===== config.mk =====
export PLATFORM = sky130hd
export DESIGN_NAME = uart_rx_os16
export DESIGN_NICKNAME = d
export VERILOG_FILES = /design/src/rtl/uart_rx_os16.sv
export SDC_FILE = /design/constraint.sdc
export NUM_CORES = 1
export LEC_CHECK = 0
export ABC_AREA = 1
export CORE_ASPECT_RATIO = 1.1
export CORE_MARGIN = 3
export CORE_UTILIZATION = 50
export CTS_CLUSTER_DIAMETER = 60
export DETAILED_ROUTE_END_ITERATION = 8
export GPL_TIMING_DRIVEN = 0
export PLACE_DENSITY = 0.74
export SYNTH_ARGS = -nofsm -noshare
export SYNTH_HDL_FRONTEND = slang
export SYNTH_SLANG_ARGS = --single-unit

===== constraint.sdc =====
create_clock -name clk -period 1.7 [get_ports clk]
set_input_delay 0.51 -clock clk [delete_from_list [all_inputs] [get_ports clk]]
set_output_delay 0.51 -clock clk [all_outputs]
set_load 0.02 [all_outputs]

===== src/rtl/uart_rx_os16.sv =====
// 8N1 UART receiver with 16x oversampling, mid-bit sampling and a one-byte valid/ready holding
// register with sticky overrun and one-cycle frame-error reporting.
module uart_rx_os16 #(
    parameter int unsigned CLK_FREQ  = 50000000,
    parameter int unsigned BAUD_RATE = 115200
) (
    input  logic       clk,
    input  logic       rst,
    input  logic       rxd,
    input  logic       rx_ready,
    output logic [7:0] rx_data,
    output logic       rx_valid,
    output logic       rx_frame_err,
    output logic       rx_overrun,
    output logic       rx_busy
);

    localparam int unsigned Div    = CLK_FREQ / (BAUD_RATE * 16);
    // A divisor below 1 would be meaningless; clamp so tick fires every cycle instead.
    localparam int unsigned DivCnt = (Div > 1) ? Div : 1;
    localparam int unsigned DivW   = (DivCnt > 1) ? $clog2(DivCnt) : 1;
    localparam logic [DivW-1:0] DivMax = DivW'(DivCnt - 1);

    typedef enum logic [1:0] {
        StIdle,
        StStart,
        StData,
        StStop
    } state_e;

    state_e          state_q, state_d;
    logic            rxd_meta_q, rxd_meta_d;
    logic            rxd_sync_q, rxd_sync_d;
    logic [DivW-1:0] div_q, div_d;
    logic [3:0]      cnt_q, cnt_d;
    logic [2:0]      bit_idx_q, bit_idx_d;
    logic [7:0]      shift_q, shift_d;
    logic            arm_q, arm_d;
    logic [7:0]      data_q, data_d;
    logic            valid_q, valid_d;
    logic            ferr_q, ferr_d;
    logic            ovr_q, ovr_d;
    logic            busy_q, busy_d;
    logic            tick;
    logic            frame_good;
    logic            accept;

    assign tick   = (div_q == DivMax);
    assign accept = valid_q & rx_ready;

    always_comb begin
        rxd_meta_d = rxd;
        rxd_sync_d = rxd_meta_q;
        div_d      = tick ? '0 : div_q + DivW'(1);
        state_d    = state_q;
        cnt_d      = cnt_q;
        bit_idx_d  = bit_idx_q;
        shift_d    = shift_q;
        arm_d      = arm_q | rxd_sync_q;
        ferr_d     = 1'b0;
        frame_good = 1'b0;

        if (tick) begin
            unique case (state_q)
                StIdle: begin
                    if (!rxd_sync_q && arm_q) begin
                        state_d   = StStart;
                        cnt_d     = 4'd0;
                        bit_idx_d = 3'd0;
                    end
                end
                StStart: begin
                    if (cnt_q == 4'd7) begin
                        state_d   = rxd_sync_q ? StIdle : StData;
                        cnt_d     = 4'd0;
                        bit_idx_d = 3'd0;
                    end else begin
                        cnt_d = cnt_q + 4'd1;
                    end
                end
                StData: begin
                    // cnt wraps 15 -> 0, which also restarts the count for the next bit.
                    cnt_d = cnt_q + 4'd1;
                    if (cnt_q == 4'd15) begin
                        shift_d   = {rxd_sync_q, shift_q[7:1]};
                        bit_idx_d = bit_idx_q + 3'd1;
                        if (bit_idx_q == 3'd7) begin
                            state_d   = StStop;
                            bit_idx_d = 3'd0;
                        end
                    end
                end
                StStop: begin
                    if (cnt_q == 4'd15) begin
                        state_d = StIdle;
                        cnt_d   = 4'd0;
                        if (rxd_sync_q) begin
                            frame_good = 1'b1;
                        end else begin
                            ferr_d = 1'b1;
                            arm_d  = 1'b0;
                        end
                    end else begin
                        cnt_d = cnt_q + 4'd1;
                    end
                end
                default: state_d = StIdle;
            endcase
        end

        data_d  = data_q;
        valid_d = valid_q & ~rx_ready;
        ovr_d   = ovr_q & ~accept;
        if (frame_good) begin
            if (!valid_q || rx_ready) begin
                data_d  = shift_q;
                valid_d = 1'b1;
            end else begin
                ovr_d = 1'b1;
            end
        end

        busy_d = (state_d != StIdle);
    end

    always_ff @(posedge clk or posedge rst) begin
        if (rst) begin
            rxd_meta_q <= 1'b1;
            rxd_sync_q <= 1'b1;
            div_q      <= '0;
            state_q    <= StIdle;
            cnt_q      <= 4'd0;
            bit_idx_q  <= 3'd0;
            shift_q    <= 8'h00;
            arm_q      <= 1'b1;
            data_q     <= 8'h00;
            valid_q    <= 1'b0;
            ferr_q     <= 1'b0;
            ovr_q      <= 1'b0;
            busy_q     <= 1'b0;
        end else begin
            rxd_meta_q <= rxd_meta_d;
            rxd_sync_q <= rxd_sync_d;
            div_q      <= div_d;
            state_q    <= state_d;
            cnt_q      <= cnt_d;
            bit_idx_q  <= bit_idx_d;
            shift_q    <= shift_d;
            arm_q      <= arm_d;
            data_q     <= data_d;
            valid_q    <= valid_d;
            ferr_q     <= ferr_d;
            ovr_q      <= ovr_d;
            busy_q     <= busy_d;
        end
    end

    assign rx_data      = data_q;
    assign rx_valid     = valid_q;
    assign rx_frame_err = ferr_q;
    assign rx_overrun   = ovr_q;
    assign rx_busy      = busy_q;

endmodule


==> run summary, run 1 <==
The data required time at the worst endpoint is 1.19 ns. For the worst flop-to-flop path, the logic depth is 7. The horizontal extent of the die is 62.2 um. The sum of internal, switching and leakage power came out at 1.38 mW. At the end of routability-driven placement, the weighted congestion stood at 0.843.

The run finished with clean final reports. The number of warning messages in the yosys log came out at 0. The mean post-synth cell area came out at 9.53 um^2. The number of synthesized register bits is 37. The sum of net half-perimeters after detailed placement is 2290 um. The cell count after placement is 243. The floorplan die height is 67.8 um. The kind of start point of the critical path is a flop. The library cell used as clock root buffer is sky130_fd_sc_hd__clkbuf_4. The synthesized netlist contains 26 unique library cells. The final standard cell count with taps included and fillers excluded came out at 257. The worst min-delay path category is flop to flop.

The largest fanout on the critical path came out at 3. The first-pass detailed-route iteration total is 5. For hold timing, the worst endpoint is rxd_sync_q. The relative max-transition margin came out at 49.0%. In this run the cell area measured after placement is 0.00194 mm^2.

The overall global routing resource usage is 17.3%. The clock network latency to the later pin of the worst-skew pair is 0.35 ns. The worst register-to-register path begins at cnt_q[1].

The full die area is 0.00421 mm^2. The post-detailed-route count of antenna-violating nets is 0. The number of buffers and inverters on the critical path is 1.

Setup repair after global routing could not meet its margin everywhere. The average wire per cell in the routed design is 12.3 um. The DRC violation total after the first TritonRoute iteration is 52. After layout, the worst path uses 94.7% of the clock period. The count of final hold-check violations came out at 0. The post-route DRC violation count came out at 0.

STA classifies the critical path endpoint as a primary output. The worst hold path begins at rxd_meta_q. The total via count in the routed design came out at 1,280.

The synthesized netlist net count is 191. The cell count after synthesis came out at 182. TritonCTS built the clock tree. The worst setup slack after layout is 0.0897 ns. The post-layout minimum cycle time is 1.61 ns.

The CTS clock-pin slew for the worst setup and hold paths is 0.12 ns. After detailed routing, the total wire length is 3160 um. From synthesis to final layout, the design area changed by 19.6%.

The endpoint identified for the worst register-to-register timing path is rx_data[0]. The antenna cell count came out at 0. The number of placement rows came out at 21. The sum of overflow across all layers after global routing is 0. The critical path class is flop to primary output. Traced cell by cell, the critical path runs through dlygate4sd2_1. Setup violations remaining at the end of the flow were counted as 0. The I/O pin count is 16.

The final core area utilization came out at 65.2%. The analysis attributes to cell leakage a power of 1.01 nW. The layout has 268 filler cells.

The slowest stage of the critical path belongs to the cell sky130_fd_sc_hd__dfrtp_1. The final-report max-slew violation count came to 0. The vias per cell came out at 4.98. The power density over the cells is 667 mW/mm^2. The quantity of I/O buffers inserted on ports came out at 15. In this run the cell area of the synthesized design comes to 0.00173 mm^2.

Timing would allow up to 621 MHz. The number of levels the H-tree was split into came out at 2. The transition time of the tightest slew-check pin came out at 0.763 ns. The ratio of cells with drive above 1 in the final layout came out at 23.2%. The number of buffers on the longest clock path came out at 2.

Between clock sinks in the finished design, the worst skew comes to 0.0229 ns. The fraction of the yosys area taken by sequential cells came out at 53.6%. Data on the critical path arrives at its endpoint at 1.10 ns. The gate family responsible for the most delay along the worst path is flip-flops. The finished cells cover 0.00207 mm^2. The number of antenna violations at the first check in global routing came out at 0.

The worst-case vdd ir drop came out at 0.525 mV. The via count of the first global-routing pass is 1,295. The number of sinks handled by clock tree synthesis is 37. The depth of the worst hold-timing path came out at 0.

The worst setup timing slack at the placement stage came out at -0.444 ns. Across all register-to-register paths, the minimum setup slack is 0.12 ns. Entering global routing, the biggest net connects 38 pins. The biggest cell delay along the critical path came out at 0.42 ns. The first-pass GRT wire length came out at 5660 um. The number of CTS-inserted buffers came out at 5. Once the floorplan was initialized, standard cells occupied 54.5% of the core. The floorplan step defined a core boundary enclosing 0.00318 mm^2.

The reported max-cap violation count came out at 0. The final net count is 219. The quantity of hold-fixing buffers added after cts came out at 0.
==> power breakdown <==
part / switching [mW] / leakage [nW] / internal, mW / total [mW]
registers: 0.00256 / 0.487 / 0.887 / 0.889
clock network: 0.284 / 0.0295 / 0.166 / 0.450
logic: 0.0319 / 0.496 / 0.0113 / 0.0432
total: 0.319 / 1.01 / 1.06 / 1.38
==> cell usage in the layout (no fill, tap or decap), types with 3 or more instances in the layout <==
cell,Yosys,final
sky130_fd_sc_hd__o21ai_2,16,16
sky130_fd_sc_hd__nand2_1,46,44
sky130_fd_sc_hd__dfstp_2,3,3
sky130_fd_sc_hd__clkbuf_4,0,5
sky130_fd_sc_hd__nand2_2,2,4
sky130_fd_sc_hd__clkdlybuf4s50_1,0,3
sky130_fd_sc_hd__buf_4,0,5
sky130_fd_sc_hd__ha_1,5,3
sky130_fd_sc_hd__inv_1,21,20
sky130_fd_sc_hd__dfrtp_1,34,34
sky130_fd_sc_hd__dlygate4sd2_1,0,12
sky130_fd_sc_hd__o21ai_0,5,5
sky130_fd_sc_hd__nor2_1,14,14
sky130_fd_sc_hd__a21oi_1,6,6
sky130_fd_sc_hd__nand3_1,13,12
==> worst max path at each step <==
stage                    to  slack, ns     start  depth (start not counted)
5_1_grt        bit_idx_q[2]      -0.01  div_q[0]                         10
3_3_place_gp   bit_idx_q[0]      -0.36       rst                          2
2_1_floorplan    rx_data[1]       0.09  div_q[0]                          8
6_report           rx_valid       0.09  rx_valid                          1
4_1_cts          rx_data[0]       0.03  div_q[0]                          9
3_5_place_dp     rx_data[6]      -0.44       rst                          2
==> layer usage <==
metal | track usage, % | routed length, um | vias up
li1 | - | - | 644
met1 | 19.7 | 1330 | 602
met2 | 32.1 | 1660 | 29
met3 | 3.83 | 130 | 5
met4 | 6.63 | 42 | 0
met5 | 0 | 0 | -
==> synthesized netlist by cell type <==
cell type	n	area share, %
sky130_fd_sc_hd__nor3_1	1	0.29
sky130_fd_sc_hd__inv_2	1	0.22
sky130_fd_sc_hd__buf_2	1	0.29
sky130_fd_sc_hd__dfstp_2	3	4.5
sky130_fd_sc_hd__inv_1	21	4.5
sky130_fd_sc_hd__nand3_4	2	2.0
sky130_fd_sc_hd__nor3_2	1	0.58
sky130_fd_sc_hd__nor2_4	1	0.65
sky130_fd_sc_hd__xnor2_1	1	0.51
sky130_fd_sc_hd__nand3_1	13	3.8
sky130_fd_sc_hd__o22ai_1	1	0.36
sky130_fd_sc_hd__nand2_4	1	0.65
sky130_fd_sc_hd__o21bai_1	1	0.43
sky130_fd_sc_hd__a21oi_1	6	1.7
sky130_fd_sc_hd__nand2_2	2	0.72
sky130_fd_sc_hd__dfrtp_1	34	49
sky130_fd_sc_hd__xor2_1	1	0.51
sky130_fd_sc_hd__nor3_4	1	0.94
sky130_fd_sc_hd__nor3b_1	1	0.43
sky130_fd_sc_hd__ha_1	5	3.6
sky130_fd_sc_hd__o21ai_2	16	8.1
sky130_fd_sc_hd__o21ai_0	5	1.4
sky130_fd_sc_hd__nor2_1	14	3.0
sky130_fd_sc_hd__nor4_1	1	0.36
sky130_fd_sc_hd__nand2_1	46	10
sky130_fd_sc_hd__buf_6	2	1.3
==> through the flow <==
step	hold slack [ns]	setup TNS, ns
floorplan	0.345	0
global placement	0.345	-13.88
detailed placement	0.350	-17.34
CTS	0.356	0
global route	0.362	-0.0232
finish	0.359	0
==> final cells by class <==
type                    instances  area, um^2  share of cell area (%)
plain buffers                   3        27.5                    1.33
clock buffers                   7        45.0                    2.17
clock inverters                 1        8.76                   0.422
inverters                      22        86.3                    4.16
multi-input cells             120         726                    35.0
flip-flops and latches         37         930                    44.8
well taps                      46        57.6                    2.78
repair buffers                 21         193                    9.29
==> cell families (layout without fill, tap and decap cells) <==
kind of cell               count (synthesis)  after routing  synth area share (%)
buffers and inverters                     25             54                  6.35
and+or+nand+nor                           84             84                  23.4
xor gates and xnor gates                   2              2                  1.01
DFF                                       37             37                  53.6
adders and majority gates                  5              5                  3.61
AOI/OAI and AO/OA                         29             29                  12.0
==> state kept, by name, summed over array words and instances (netlist names) <==
name	count
rx_data	8
cnt_q	4
rx_overrun	1
rx_valid	1
bit_idx_q	3
rx_frame_err	1
div_q	5
rxd_sync_q	1
state_q	2
shift_q	8
arm_q	1
rxd_meta_q	1
rx_busy	1
==> repair_timing <==
action | in CTS | in global routing
setup endpoints to repair | 67 | 23
gates resized for setup | 15 | 5
pin swaps | 1 | 4
buffers inserted | 3 | 3
hold endpoints to repair | 0 | 0
No activity file was read; power rests on OpenSTA's default activity.
==> run 2, diff against run 1 <==
Settings changed: CTS_BUF_LIST set to sky130_fd_sc_hd__clkbuf_4.
==> run 2 against run 1 <==
Effect of this change:
- sequential cell count is the same
- wire length is 0.13% higher
- highest routed layer unchanged
- combinational power hardly changed
- total power is 2.7% higher
- maximum frequency decreased by 0.59%
- critical path depth is the same
- register-to-register slack barely moved
- worst setup slack worse by 0.0095 ns
- sequential share of layout area decreased by 0.16 points
==> run summary, run 2 (synthesized netlist as in run 1, its figures left out) <==
The sequential cell area in the final layout came out at 930 um^2. The average wire per cell in the routed design is 12.3 um. The total area of multi-input combinational cells is 726 um^2. Routability-driven placement finished with a final weighted congestion of 0.843. At the pin with the least slew margin, the transition time is 0.762 ns. The core region is 0.00318 mm^2. Clock latency on the worst-skew pair, taken at its later pin, is 0.36 ns.

The critical path class is flop to primary output. The worst setup slack after layout came out at 0.0803 ns. The number of antenna violations at the first check in global routing is 0. The quantity of I/O buffers inserted on ports is 15.

The critical path data arrival time is 1.11 ns. The CTS clock-pin slew for the worst setup and hold paths came out at 0.13 ns. The clock network burns 34.4% of the power.

The layout overhead on the synthesized area came out at 20.0%. Counting I/O delays and the setup requirement, the final critical path takes 1.62 ns. The number of buffers on the longest clock path is 2.

For this run, design rule violations remaining after detail routing come to 0. The cell sitting at the root of the clock tree is a sky130_fd_sc_hd__clkbuf_4. The power density over the cells came out at 683 mW/mm^2. Walking the worst path, the cells encountered are dlygate4sd2_1. The net switching share of the total power is 22.8%.

The share of the clock period used by the worst path after layout is 95.3%. The DRC violation total after the first TritonRoute iteration came out at 50. The post-detailed-route count of antenna-violating nets came out at 0. The floorplan die height came out at 67.8 um. The biggest cell delay along the critical path is 0.42 ns. Together, buffers and inverters on the worst path number 1. In this design, the largest share of critical-path delay is due to flip-flops.

The overall global routing resource usage came out at 17.4%. The sum of overflow across all layers after global routing is 0. The static leakage came out at 1.02 nW. The ratio of cells with drive above 1 in the final layout is 24.2%. The sequential share of power came out at 62.6%. In this run, the combinational gates consume 3.0% of the power. In the layout the commonest cells are 44 x sky130_fd_sc_hd__nand2_1, 34 x sky130_fd_sc_hd__dfrtp_1, 20 x sky130_fd_sc_hd__inv_1. The reported max-cap violation count is 0. The final net count came out at 219. The internal portion of total power is 1.10 mW. The count of final hold-check violations is 0. The clock arrives with 0.0253 ns of skew. The flow ran to the end, and the final reports show no timing, DRC or antenna violations.

The switching power total came out at 0.324 mW. The slowest stage cell on the critical path is sky130_fd_sc_hd__dfrtp_1. The number of inserted filler cells in the final layout came out at 268. The full die area is 0.00421 mm^2. The fmax is 617 MHz.

The data required time at the worst endpoint is 1.19 ns. The most frequent standard cell in the layout excluding fill and tap cells is sky130_fd_sc_hd__nand2_1. The horizontal extent of the die is 62.2 um. Setup repair after global routing could not meet its margin everywhere. STA classifies the critical path endpoint as a primary output. The number of placement rows is 21. The worst min-delay path category is flop to flop. Across the VDD grid, the largest voltage drop is 0.526 mV.

The via count of the first global-routing pass came out at 1,281. After detailed routing, the number of vias per cell comes to 4.94. The antenna cell count came out at 0. The number of hold buffers added after CTS was 0. For this block, the via count after detailed routing is 1,269. The number of sinks handled by clock tree synthesis came out at 37. The pin count of the biggest net entering global routing came out at 38.

The first detailed-routing pass took 5 iterations. The wire-length estimate of the detail-placed layout is 2290 um. The final-report setup violation count is 0.

The first-pass GRT wire length is 5640 um. TritonCTS built the clock tree. The number of levels the H-tree was split into is 2. The largest fanout on the critical path is 3.

The worst setup path is launched from a flop. The number of CTS-inserted buffers is 5. Final hold analysis gives a worst-case slack of 0.357 ns.

The I/O pin count is 16. At the placement stage, the worst setup path has a slack of -0.444 ns. The starting utilization of the core area came out at 54.5%. Summed over all layers, the routed wires come to 3170 um.

The relative max-transition margin came out at 49.1%. The final-report max-slew violation count is 0.
[run 2: cell types whose count changed in the layout (fill, tap and decap cells not counted)]
cell / change
sky130_fd_sc_hd__clkbuf_4: +2
sky130_fd_sc_hd__clkbuf_1: -2
[run 2: worst paths after layout]
path,from,endpoint,cells past startpoint,slack (ns)
max reg2reg,cnt_q[1],rx_data[0],7,0.12
max,rx_valid,rx_valid,1,0.08
min,rxd_meta_q,rxd_sync_q,0,0.36
max in group asynchronous,rst,bit_idx_q[0],2,0.62
min in group asynchronous,rst,shift_q[7],2,0.63
min reg2reg,rxd_meta_q,rxd_sync_q,0,0.36
[run 2: cell type report]
class	count	area share (%)
Inverter	22	4.15
Clock buffer	7	2.53
Clock inverter	1	0.421
Multi-Input combinational cell	120	34.9
Sequential cell	37	44.7
Timing Repair Buffer	21	9.26
Buffer	3	1.32
Tap cell	46	2.77
[run 2: layer usage]
layer | vias to the layer above | share of wire, % | global-route usage, %
met5 | - | 0 | 0
met4 | 0 | 1.3 | 4.97
met3 | 5 | 4.1 | 5.32
met2 | 23 | 52 | 32.1
met1 | 599 | 42 | 19.6
li1 | 642 | - | -
[run 2: repair_timing]
item	in CTS	in global routing
pin swaps	1	4
resized for setup	15	5
setup endpoints to repair	67	22
hold endpoints to repair	0	0
setup buffers	3	3
[run 2: power by group through the flow]
| stage | clock [mW] | sequential (mW) | combinational (mW) |
|---|---|---|---|
| 3_5_place_dp | 0 | 0.906 | 0.0439 |
| 4_1_cts | 0.510 | 0.889 | 0.0445 |
| 3_3_place_gp | 0 | 0.906 | 0.0417 |
| 5_1_grt | 0.549 | 0.890 | 0.0493 |
| 2_1_floorplan | 0 | 0.907 | 0.0249 |
| 6_report | 0.488 | 0.889 | 0.0431 |
[run 2: per-stage QoR]
step	TNS (ns)	std cells	util [%]	total power [mW]	instance area [um^2]
5_1_grt	-0.0232	257	65.4	1.49	2080
2_1_floorplan	0	182	-	0.932	1730
3_5_place_dp	-17.34	243	61.1	0.950	1940
4_1_cts	0	254	64.1	1.44	2040
3_3_place_gp	-13.88	243	61.1	0.948	1940
6_report	0	257	65.4	1.42	2080
